`src/rtl/sync_fifo_spram_fwft_pkg.sv`:
```
// Shared constants and sizing helpers for the banked FWFT FIFO.
// Storage is rounded up to an even depth so it splits into two equal banks.
package sync_fifo_spram_fwft_pkg;

  localparam logic [1:0] SEL_BYP  = 2'd0;
  localparam logic [1:0] SEL_EVEN = 2'd1;
  localparam logic [1:0] SEL_ODD  = 2'd2;

  function automatic int adepth_f(input int depth);
    return depth + (depth % 2);
  endfunction

  function automatic int aw_f(input int depth);
    return $clog2(adepth_f(depth));
  endfunction

  function automatic int raw_f(input int depth);
    return (aw_f(depth) > 1) ? aw_f(depth) - 1 : 1;
  endfunction

  function automatic int cw_f(input int depth);
    return $clog2(depth) + 1;
  endfunction

endpackage

```
`src/rtl/sync_fifo_spram_fwft_if.sv`:
```
// Push/pop and status bundle of the banked FWFT FIFO.
// master drives the FIFO, slave is the FIFO itself.
interface sync_fifo_spram_fwft_if #(
  parameter int WIDTH = 8,
  parameter int CW    = 4
) ();
  import sync_fifo_spram_fwft_pkg::*;

  logic             clear;
  logic             wr;
  logic [WIDTH-1:0] din;
  logic             rd;
  logic [WIDTH-1:0] dout;
  logic [CW-1:0]    used_cnt;
  logic             full;
  logic             empty;
  logic             almost_full;
  logic             almost_empty;
  logic             overflow;
  logic             underflow;

  modport master (
    output clear, wr, din, rd,
    input  dout, used_cnt, full, empty,
    input  almost_full, almost_empty,
    input  overflow, underflow
  );

  modport slave (
    input  clear, wr, din, rd,
    output dout, used_cnt, full, empty,
    output almost_full, almost_empty,
    output overflow, underflow
  );

endinterface

```
`src/rtl/sp_ram_model.sv`:
```
// Single-port RAM, one access per cycle, registered read data.
// rdata only changes on a read, so it keeps the last word read.
module sp_ram_model #(
  parameter int DW    = 8,
  parameter int DEPTH = 4,
  parameter int AW    = 2
) (
  input  logic          clk,
  input  logic          en,
  input  logic          we,
  input  logic [AW-1:0] addr,
  input  logic [DW-1:0] wdata,
  output logic [DW-1:0] rdata
);

  logic [DW-1:0] mem [DEPTH];

  always_ff @(posedge clk) begin
    if (en) begin
      if (we) mem[addr] <= wdata;
      else    rdata     <= mem[addr];
    end
  end

endmodule

```
`src/rtl/sync_fifo_flags.sv`:
```
// Occupancy counter with registered full/empty/threshold flags
// and sticky overflow/underflow; also qualifies raw wr/rd requests.
module sync_fifo_flags
  import sync_fifo_spram_fwft_pkg::*;
#(
  parameter int DEPTH    = 8,
  parameter int AF_LEVEL = 6,
  parameter int AE_LEVEL = 1,
  parameter int CW       = 4
) (
  input  logic          clk,
  input  logic          rst_n,
  input  logic          clear,
  input  logic          wr,
  input  logic          rd,
  output logic          wr_ok,
  output logic          rd_ok,
  output logic [CW-1:0] cnt,
  output logic          full,
  output logic          empty,
  output logic          almost_full,
  output logic          almost_empty,
  output logic          overflow,
  output logic          underflow
);

  localparam logic [CW-1:0] DEPTH_C = CW'(DEPTH);
  localparam logic [CW-1:0] AF_C    = CW'(AF_LEVEL);
  localparam logic [CW-1:0] AE_C    = CW'(AE_LEVEL);

  logic [CW-1:0] nxt;

  // a pop frees a slot, so a full FIFO still takes a write alongside it
  assign rd_ok = rd & ~empty & ~clear;
  assign wr_ok = wr & (~full | rd) & ~clear;
  assign nxt   = cnt + CW'(wr_ok) - CW'(rd_ok);

  always_ff @(posedge clk or negedge rst_n) begin
    if (!rst_n) begin
      cnt          <= '0;
      full         <= 1'b0;
      empty        <= 1'b1;
      almost_full  <= 1'b0;
      almost_empty <= 1'b1;
      overflow     <= 1'b0;
      underflow    <= 1'b0;
    end else if (clear) begin
      cnt          <= '0;
      full         <= 1'b0;
      empty        <= 1'b1;
      almost_full  <= 1'b0;
      almost_empty <= 1'b1;
      overflow     <= 1'b0;
      underflow    <= 1'b0;
    end else begin
      cnt          <= nxt;
      full         <= (nxt == DEPTH_C);
      empty        <= (nxt == '0);
      almost_full  <= (nxt >= AF_C);
      almost_empty <= (nxt <= AE_C);
      overflow     <= overflow | (wr & full & ~rd);
      underflow    <= underflow | (rd & empty);
    end
  end

endmodule

```
`src/rtl/sync_fifo_spram_fwft.sv`:
```
// First-word-fall-through FIFO over two single-port RAM banks
// (even/odd interleave) with a one-entry holding register for bank clashes.
module sync_fifo_spram_fwft
  import sync_fifo_spram_fwft_pkg::*;
#(
  parameter int WIDTH    = 8,
  parameter int DEPTH    = 8,
  parameter int AF_LEVEL = 6,
  parameter int AE_LEVEL = 1
) (
  input  logic                  clk,
  input  logic                  rst_n,
  sync_fifo_spram_fwft_if.slave bus
);

  localparam int ADEPTH     = adepth_f(DEPTH);
  localparam int AW         = aw_f(DEPTH);
  localparam int RAW        = raw_f(DEPTH);
  localparam int BANK_DEPTH = ADEPTH / 2;
  localparam int CW         = cw_f(DEPTH);

  function automatic logic [AW-1:0] inc(input logic [AW-1:0] p);
    return (p == AW'(ADEPTH - 1)) ? '0 : p + 1'b1;
  endfunction

  function automatic logic [RAW-1:0] row(input logic [AW-1:0] p);
    return RAW'(p >> 1);
  endfunction

  logic             wr_ok;
  logic             rd_ok;
  logic             empty_q;
  logic [CW-1:0]    cnt;
  logic [AW-1:0]    waddr;
  logic [AW-1:0]    raddr;
  logic [AW-1:0]    pref_addr;
  logic [AW-1:0]    hold_addr;
  logic [WIDTH-1:0] hold_data;
  logic             hold_vld;
  logic [WIDTH-1:0] byp;
  logic [1:0]       sel;
  logic             pref;
  logic             drain;
  logic             to_hold;
  logic             wr_dir;
  logic [1:0]       d_hit;
  logic [1:0]       p_hit;
  logic [1:0]       w_hit;
  logic [1:0]       en;
  logic [1:0]       we;
  logic [RAW-1:0]   addr  [2];
  logic [WIDTH-1:0] wdata [2];
  logic [WIDTH-1:0] rdata [2];

  sync_fifo_flags #(
    .DEPTH    (DEPTH),
    .AF_LEVEL (AF_LEVEL),
    .AE_LEVEL (AE_LEVEL),
    .CW       (CW)
  ) u_flags (
    .clk          (clk),
    .rst_n        (rst_n),
    .clear        (bus.clear),
    .wr           (bus.wr),
    .rd           (bus.rd),
    .wr_ok        (wr_ok),
    .rd_ok        (rd_ok),
    .cnt          (cnt),
    .full         (bus.full),
    .empty        (empty_q),
    .almost_full  (bus.almost_full),
    .almost_empty (bus.almost_empty),
    .overflow     (bus.overflow),
    .underflow    (bus.underflow)
  );

  assign bus.empty    = empty_q;
  assign bus.used_cnt = cnt;

  // raddr is the head; a pop prefetches the word behind it
  assign pref_addr = inc(raddr);
  assign pref      = rd_ok & (cnt != CW'(1));
  assign drain     = hold_vld & ~bus.clear;

  assign to_hold = wr_ok & (
    (pref & (waddr[0] == pref_addr[0])) |
    (drain & (waddr[0] == hold_addr[0])));
  assign wr_dir  = wr_ok & ~to_hold;

  assign d_hit = {drain & hold_addr[0], drain & ~hold_addr[0]};
  assign p_hit = {pref & pref_addr[0], pref & ~pref_addr[0]};
  assign w_hit = {wr_dir & waddr[0], wr_dir & ~waddr[0]};

  always_comb begin
    for (int b = 0; b < 2; b++) begin
      en[b]    = d_hit[b] | p_hit[b] | w_hit[b];
      we[b]    = d_hit[b] | w_hit[b];
      addr[b]  = d_hit[b] ? row(hold_addr) :
                 w_hit[b] ? row(waddr) : row(pref_addr);
      wdata[b] = d_hit[b] ? hold_data : bus.din;
    end
  end

  sp_ram_model #(.DW(WIDTH), .DEPTH(BANK_DEPTH), .AW(RAW)) even_ram (
    .clk   (clk),
    .en    (en[0]),
    .we    (we[0]),
    .addr  (addr[0]),
    .wdata (wdata[0]),
    .rdata (rdata[0])
  );

  sp_ram_model #(.DW(WIDTH), .DEPTH(BANK_DEPTH), .AW(RAW)) odd_ram (
    .clk   (clk),
    .en    (en[1]),
    .we    (we[1]),
    .addr  (addr[1]),
    .wdata (wdata[1]),
    .rdata (rdata[1])
  );

  always_ff @(posedge clk or negedge rst_n) begin
    if (!rst_n) begin
      waddr     <= '0;
      raddr     <= '0;
      hold_vld  <= 1'b0;
      hold_addr <= '0;
      hold_data <= '0;
      byp       <= '0;
      sel       <= SEL_BYP;
    end else if (bus.clear) begin
      waddr     <= '0;
      raddr     <= '0;
      hold_vld  <= 1'b0;
      hold_addr <= '0;
      hold_data <= '0;
      byp       <= '0;
      sel       <= SEL_BYP;
    end else begin
      if (wr_ok) waddr <= inc(waddr);
      if (rd_ok) raddr <= pref_addr;
      hold_vld <= to_hold;
      if (to_hold) begin
        hold_addr <= waddr;
        hold_data <= bus.din;
      end
      // incoming word becomes the head straight away when nothing is ahead of it
      if (wr_ok & (empty_q | (rd_ok & (cnt == CW'(1))))) begin
        byp <= bus.din;
        sel <= SEL_BYP;
      end else if (pref) begin
        sel <= pref_addr[0] ? SEL_ODD : SEL_EVEN;
      end
    end
  end

  assign bus.dout = (sel == SEL_EVEN) ? rdata[0] :
                    (sel == SEL_ODD)  ? rdata[1] : byp;

endmodule

```
`src/flat_wrapper.sv`:
```
// flat-port wrapper written by rule: the top's interface ports become plain ports
module sync_fifo_spram_fwft_flat import sync_fifo_spram_fwft_pkg::*;
#(
  parameter int WIDTH    = 8,
  parameter int DEPTH    = 8,
  parameter int AF_LEVEL = 6,
  parameter int AE_LEVEL = 1
)
  (clk, rst_n, bus_clear, bus_wr, bus_din, bus_rd, bus_dout, bus_used_cnt, bus_full, bus_empty, bus_almost_full, bus_almost_empty, bus_overflow, bus_underflow);
  sync_fifo_spram_fwft_if #(.WIDTH(WIDTH), .CW((4))) bus_i ();
  input  logic clk;
  input  logic rst_n;
  input wire logic [$bits(bus_i.clear)-1:0] bus_clear;
  input wire logic [$bits(bus_i.wr)-1:0] bus_wr;
  input wire logic [$bits(bus_i.din)-1:0] bus_din;
  input wire logic [$bits(bus_i.rd)-1:0] bus_rd;
  output wire logic [$bits(bus_i.dout)-1:0] bus_dout;
  output wire logic [$bits(bus_i.used_cnt)-1:0] bus_used_cnt;
  output wire logic [$bits(bus_i.full)-1:0] bus_full;
  output wire logic [$bits(bus_i.empty)-1:0] bus_empty;
  output wire logic [$bits(bus_i.almost_full)-1:0] bus_almost_full;
  output wire logic [$bits(bus_i.almost_empty)-1:0] bus_almost_empty;
  output wire logic [$bits(bus_i.overflow)-1:0] bus_overflow;
  output wire logic [$bits(bus_i.underflow)-1:0] bus_underflow;
  assign bus_i.clear = bus_clear;
  assign bus_i.wr = bus_wr;
  assign bus_i.din = bus_din;
  assign bus_i.rd = bus_rd;
  assign bus_dout = bus_i.dout;
  assign bus_used_cnt = bus_i.used_cnt;
  assign bus_full = bus_i.full;
  assign bus_empty = bus_i.empty;
  assign bus_almost_full = bus_i.almost_full;
  assign bus_almost_empty = bus_i.almost_empty;
  assign bus_overflow = bus_i.overflow;
  assign bus_underflow = bus_i.underflow;
  sync_fifo_spram_fwft #(.WIDTH(WIDTH), .DEPTH(DEPTH), .AF_LEVEL(AF_LEVEL), .AE_LEVEL(AE_LEVEL)) u_core (.clk(clk), .rst_n(rst_n), .bus(bus_i));
endmodule
```
`config.mk`:
```
export PLATFORM = sky130hd
export DESIGN_NAME = sync_fifo_spram_fwft_flat
export DESIGN_NICKNAME = d
export VERILOG_FILES = /design/src/rtl/sync_fifo_spram_fwft_pkg.sv /design/src/rtl/sync_fifo_spram_fwft_if.sv /design/src/rtl/sp_ram_model.sv /design/src/rtl/sync_fifo_flags.sv /design/src/rtl/sync_fifo_spram_fwft.sv /design/src/flat_wrapper.sv
export SDC_FILE = /design/constraint.sdc
export NUM_CORES = 1
export LEC_CHECK = 0
export CAP_MARGIN = 10
export CORE_MARGIN = 2
export CORE_UTILIZATION = 54
export DETAILED_ROUTE_END_ITERATION = 10
export PLACE_DENSITY = 0.8
export SKIP_LAST_GASP = 1
export SLEW_MARGIN = 20
export SYNTH_ARGS = -nofsm -noshare
export SYNTH_HDL_FRONTEND = slang
export SYNTH_HIERARCHICAL = 1
export SYNTH_SLANG_ARGS = --single-unit
```
`constraint.sdc`:
```
create_clock -name clk -period 2.9 [get_ports clk]
set_clock_uncertainty 0.05 [all_clocks]
set_input_delay 0.29 -clock clk [delete_from_list [all_inputs] [get_ports clk]]
set_output_delay 0.29 -clock clk [all_outputs]
set_load 0.1 [all_outputs]
```
==> results.yml, run 1 <==
logic_synthesis:
  synth_top_area_cell: "edfxtp_1"
  synthArstFlopShare_pct: 32.20
  synthCells: 361
  synth_cell_types: 45
  syn_area_sq_mm: 0.005428
  ys_warn_count: 6
  synth-edff-count: 80
  syn_area_per_cell_sq_um: 15.04
  syn_nets: 383
  synthTopCellsByCount: "edfxtp_1, dfrtp_1, mux2i_1"
  synth_top_flop_cell: "edfxtp_1"
  ys_seq_area_share_pct: 61.83
  ys_top_cells_by_area: "edfxtp_1, dfrtp_1, mux2i_1, mux4_2, nand2b_1"
  yosys.cell_count.top_type: "edfxtp_1"
  ys_seq_elements: 118
  yosys.area.top_type_share_pct: 44.26
timing:
  holdWs_ps: 353.8
  worst_pin_slew_ps: 863.8
  slew-limit-headroom_pct: 42.41
  period_share_pct: 96.86
  hold_violations: 0
  period_minus_slack_ps: 2809
  finalSetupViolations: 0
  max_freq_ghz: 0.3560
  drv_slew: 0
  finalWorstSetupSlack_ps: 90.99
  rsz0062_at_grt: "yes"
grt:
  grtUsageTotal_pct: 21.42
  grt_max_degree: 39
  grt_pass1_vias: 3192
  gr-total-overflow: 0
  grt_antenna_before_repair: 0
  grt_pass1_wl_mm: 17.36
floorplan:
  dieArea_sq_mm: 0.01087
  die_y_um: 104.3
  fp-row-count: 36
  start_util_pct: 55.53
  ioPinCount: 31
  core_region_area_sq_mm: 0.009774
  die_x_um: 104.3
clocking:
  clock_latency_ps: 510
  cts.clk_slew.worst_paths_ps: 60
  cts.sinks: 118
  cts-buffers-inserted: 17
  cts-root-buf: "clkbuf_8"
  postCtsSetupRepairBufs: 0
  cts_buffer_depth: 2
  cts_tree: "done"
  htree_levels: 4
  cts_resized: 0
route:
  vias: 3157
  avgRoutedWirePerCell_um: 19.14
  vias_per_cell: 5.638
  met3WireLength_um: 497
  wl_met2_mm: 5.116
  drt_iter0_markers: 264
  drt_wl_total_mm: 10.72
  dr.pass1.iters: 4
  topRoutingLayerUsed: "met4"
  ant_nets: 0
  wl_met1_mm: 4.979
  drcViolationCount: 0
run:
  maxCapViolCount: 0
worst_hold_path:
  worstHoldStart: "bus_wr"
  hp-class: "input port to flip-flop"
placement:
  dpl.hpwl_mm: 7.571
  place_inst: 527
  port_buffers: 30
  place_ws_ps: -104.9
  dpl-instance-area_sq_mm: 0.005992
  globalplace.congestion: 0.7887
power:
  p_int_w: 0.003559
  p_sw_w: 0.001710
  p_leak_nw: 2.502
  clkPwrFrac_pct: 38.3
  ir_worst_vdd_uv: 486.7
  switching_share_pct: 32.45
  seq_power_share_pct: 38.1
  power_density_mw_per_mm2: 800.6
  combinationalPowerShare_pct: 23.5
critical_path:
  critPathRequiredTime_ps: 3090
  end_kind: "flip-flop"
  path_class: "flip-flop to flip-flop"
  cp.arrival_ps: 3000
  worstReg2RegStart: "u_core/raddr[0]"
  crit_fanout: 12
  start_kind: "flip-flop"
  cp-startpoint: "u_core/raddr[0]"
layout:
  fin_area_sq_mm: 0.006581
  instances_no_fill: 560
  post-route-util_pct: 67.33
  num_antenna_cells: 0
  final_net_count: 436
  area_growth_pct: 21.25
  drive_gt1_share_pct: 31.85
status:
  status: "completed"
==> logic make-up after synthesis <==
family | Yosys count | synth area share [%]
and+or+nand+nor | 95 | 11.23
buffers and inverters | 27 | 2.397
adders and majority gates | 9 | 2.213
xor gates and xnor gates | 5 | 0.8070
muxes | 68 | 16.87
AOI/OAI and AO/OA | 39 | 4.657
DFF | 118 | 61.83
==> power by group through the flow <==
stage          Clock (W)  Combinational [W]  Sequential (W)
2_1_floorplan          0           0.000663         0.00232
3_3_place_gp           0            0.00121         0.00204
3_5_place_dp           0            0.00124         0.00204
4_1_cts          0.00206            0.00124         0.00201
5_1_grt          0.00214            0.00131         0.00202
6_report         0.00202            0.00124         0.00201
==> state kept, by name, indices dropped and copies added (netlist names) <==
name / flops
u_core/odd_ram/rdata: 8
u_core/sel: 2
u_core/even_ram/mem: 32
u_core/u_flags/almost_full: 1
u_core/hold_data: 8
u_core/u_flags/overflow: 1
u_core/u_flags/underflow: 1
u_core/even_ram/rdata: 8
u_core/odd_ram/mem: 32
u_core/u_flags/cnt: 4
u_core/byp: 8
u_core/u_flags/full: 1
u_core/hold_addr: 3
u_core/raddr: 3
u_core/u_flags/empty: 1
u_core/waddr: 3
u_core/hold_vld: 1
u_core/u_flags/almost_empty: 1
==> critical path, cell delays in order, from the launching register on <==
cell	delay (ps)
dfrtp_1	410
ha_1	220
ha_1	200
or2_2	340
a31o_2	270
mux2i_1	130
o21ai_2	190
buf_12	170
mux4_1	560
==> final timing paths <==
| path | end | slack [ps] | cells after the start |
|---|---|---|---|
| max | u_core/even_ram/rdata[7] | 90 | 8 |
| max in group asynchronous | u_core/u_flags/full | 1780 | 2 |
| min in group asynchronous | u_core/raddr[0] | 380 | 2 |
| min reg2reg | u_core/u_flags/overflow | 450 | 2 |
| max reg2reg | u_core/even_ram/rdata[7] | 90 | 8 |
| min | u_core/u_flags/overflow | 350 | 3 |
==> layout by cell type, fill, tap and decap left out, types with 2 or more instances in the layout <==
| cell | instances |
|---|---|
| edfxtp_1 | 80 |
| buf_4 | 39 |
| mux2i_1 | 36 |
| nand2b_1 | 31 |
| dfrtp_1 | 31 |
| clkbuf_16 | 16 |
| mux2_2 | 16 |
| nor2b_1 | 15 |
| nor2_1 | 14 |
| mux4_2 | 12 |
| clkdlybuf4s50_1 | 11 |
| a21oi_1 | 10 |
| a211oi_1 | 9 |
| a21oi_2 | 8 |
| ha_1 | 8 |
| inv_6 | 7 |
| inv_1 | 7 |
| nand2_1 | 6 |
| nand3_1 | 5 |
| o21ai_0 | 4 |
| mux4_1 | 4 |
| and4b_2 | 4 |
| dfrtp_2 | 4 |
| clkinvlp_4 | 3 |
| xnor2_1 | 3 |
| nor3b_1 | 3 |
| clkinv_4 | 2 |
| bufinv_16 | 2 |
| nor3_1 | 2 |
| and4bb_2 | 2 |
| and4_2 | 2 |
| buf_12 | 2 |
| xor2_1 | 2 |
| dfstp_2 | 2 |
==> final cells by class <==
class	count	area, sq um
Tap cell	133	166.4
Sequential cell	118	3364
Multi-Input combinational cell	216	1987
Fill cell	687	3193
Clock inverter	14	161.4
Clock buffer	18	417.9
Timing Repair Buffer	54	457.9
Inverter	7	26.28
==> per-layer routing <==
| layer | vias up | GRT usage, % |
|---|---|---|
| met4 | 0 | 8.205 |
| met1 | 1578 | 29.71 |
| li1 | 1488 | - |
| met2 | 82 | 33.08 |
| met5 | - | 0 |
| met3 | 9 | 5.201 |
==> metrics by stage <==
| step | TNS, ps | power (W) |
|---|---|---|
| global placement | 0 | 0.003251 |
| floorplan | -3.397 | 0.002983 |
| global route | -1.639 | 0.005471 |
| finish | 0 | 0.005269 |
| CTS | 0 | 0.005305 |
| detailed placement | -209.6 | 0.003276 |
==> what timing repair did <==
action	4_1_cts	5_1_grt
hold endpoints to repair	36	0
hold buffers	1	0
setup endpoints to repair	0	1
No activity file was read; power rests on OpenSTA's default activity.
==> run 2, diff against run 1 <==
--- a/config.mk
+++ b/config.mk
@@ -9,6 +9,7 @@
 export CORE_MARGIN = 2
 export CORE_UTILIZATION = 54
 export DETAILED_ROUTE_END_ITERATION = 10
+export GPL_TIMING_DRIVEN = 0
 export PLACE_DENSITY = 0.8
 export SKIP_LAST_GASP = 1
 export SLEW_MARGIN = 20
==> results.yml, run 2 (synthesized netlist as in run 1, its figures left out) <==
status:
  status: "completed"
layout:
  mostFrequentLayoutCells: "edfxtp_1, mux2i_1, nand2b_1, dfrtp_1, clkdlybuf4s50_1"
  final_common_cell: "edfxtp_1"
  largestRegisters: "u_core/even_ram/mem (32), u_core/odd_ram/mem (32)"
  drive_gt1_share_pct: 28.77
  fin_area_sq_mm: 0.006638
  fillCellCount: 674
  area_growth_pct: 22.29
  final_net_count: 441
  num_antenna_cells: 0
route:
  drcViolationCount: 0
  vias_per_cell: 5.732
  avgRoutedWirePerCell_um: 19.28
  ant_nets: 0
  drt_wl_total_mm: 10.88
  drt_iter0_markers: 246
  vias: 3233
  dr.pass1.iters: 4
clocking:
  cts_buffer_depth: 2
  cts_tree: "done"
  cts.clk_slew.worst_paths_ps: 60
  cts-buffers-inserted: 17
  clock_latency_ps: 510
  cts-root-buf: "clkbuf_8"
  htree_levels: 4
  cts.sinks: 118
critical_path:
  crit_fanout: 4
  cp-startpoint: "u_core/raddr[0]"
  start_kind: "flip-flop"
  worstReg2RegStart: "u_core/raddr[0]"
  critPathRequiredTime_ps: 3090
  path_class: "flip-flop to flip-flop"
  end_kind: "flip-flop"
  cp.arrival_ps: 3020
power:
  combinationalPowerShare_pct: 24.2
  power_density_mw_per_mm2: 790.4
  p_total_w: 0.005247
  seq_power_share_pct: 38.1
  clkPwrFrac_pct: 37.7
  p_leak_nw: 2.474
  p_int_w: 0.003553
  p_sw_w: 0.001693
  ir_worst_vdd_uv: 499.1
  switching_share_pct: 32.28
timing:
  finalSetupViolations: 0
  period_minus_slack_ps: 2824
  slew-limit-headroom_pct: 34.29
  period_share_pct: 97.39
  hold_violations: 0
  drv_slew: 0
  max_freq_ghz: 0.3541
  worst_pin_slew_ps: 982.6
grt:
  grt_max_degree: 25
  grt_pass1_wl_mm: 17.18
  grtUsageTotal_pct: 21.20
  grt_pass1_vias: 3145
  grt_antenna_before_repair: 0
  gr-total-overflow: 0
floorplan:
  die_y_um: 104.3
  dieArea_sq_mm: 0.01087
  start_util_pct: 55.53
  core_region_area_sq_mm: 0.009774
  die_x_um: 104.3
  ioPinCount: 31
  fp-row-count: 36
worst_hold_path:
  hp-class: "input port to asynchronous set/reset pin"
run:
  maxCapViolCount: 0
placement:
  dpl.hpwl_mm: 7.582
  globalplace.congestion: 0.8562
  port_buffers: 30
  dpl-instance-area_sq_mm: 0.005962
run 2: repair_timing:
item | CTS | global route
hold buffers | 1 | 0
resized for setup | 35 | 7
setup endpoints to repair | 95 | 79
hold endpoints to repair | 38 | 0
setup buffers | 3 | 5
pin swaps | 2 | 2
run 2: final timing paths:
check	depth (start not counted)	slack, ps	end
worst min-delay path	2	170	u_core/hold_addr[0]
max in group asynchronous	3	2180	u_core/sel[1]
worst max register to register	8	80	u_core/even_ram/rdata[0]
min in group clk	3	370	u_core/u_flags/overflow
worst max-delay path	8	80	u_core/even_ram/rdata[0]
worst min register to register	2	450	u_core/u_flags/underflow
run 2: power by group through the flow:
stage                     Clock (W)  Sequential, W  Combinational (W)
final                       0.00198        0.00200            0.00127
after global routing        0.00210        0.00201            0.00134
after CTS                   0.00201        0.00200            0.00126
after detailed placement          0        0.00203            0.00124
after global placement            0        0.00203            0.00122
after floorplan                   0        0.00232           0.000663
run 2: worst max-delay path, cell delays in order, from the launching register on:
cell,delay (ps)
dfrtp_1,410
ha_1,220
ha_2,190
or2_2,340
a31o_2,280
mux2i_1,130
o21ai_2,210
buf_4,160
mux4_1,560
run 2: per-layer routing:
metal  vias to the layer above  wire (um)  global-route usage (%)
met5                         -          0                       0
met4                         0        142                   8.687
met3                        15        554                   5.138
met2                       101       5315                   32.61
met1                      1626       4863                   29.23
li1                       1491          -                       -
run 2: stage by stage:
stage	utilization, %	setup WS, ps	TNS [ps]	hold WS, ps	instances
global route	67.91	-18.97	-58.09	202.7	564
global placement	60.84	-640.4	-52590	433.6	524
floorplan	-	-3.397	-3.397	-55.59	361
detailed placement	61.00	-697.3	-57270	177.3	525
CTS	67.43	16.68	0	157.8	560
finish	67.91	75.59	0	169.2	564
run 2: layout make-up:
class	count	area (sq um)	share of cell area [%]
well taps	133	166.4	2.507
plain buffers	19	113.9	1.715
multi-input cells	216	2008	30.25
clock inverters	14	151.4	2.281
clock buffers	17	414.1	6.239
flip-flops and latches	118	3364	50.69
inverters	7	26.28	0.3959
repair buffers	40	392.9	5.919
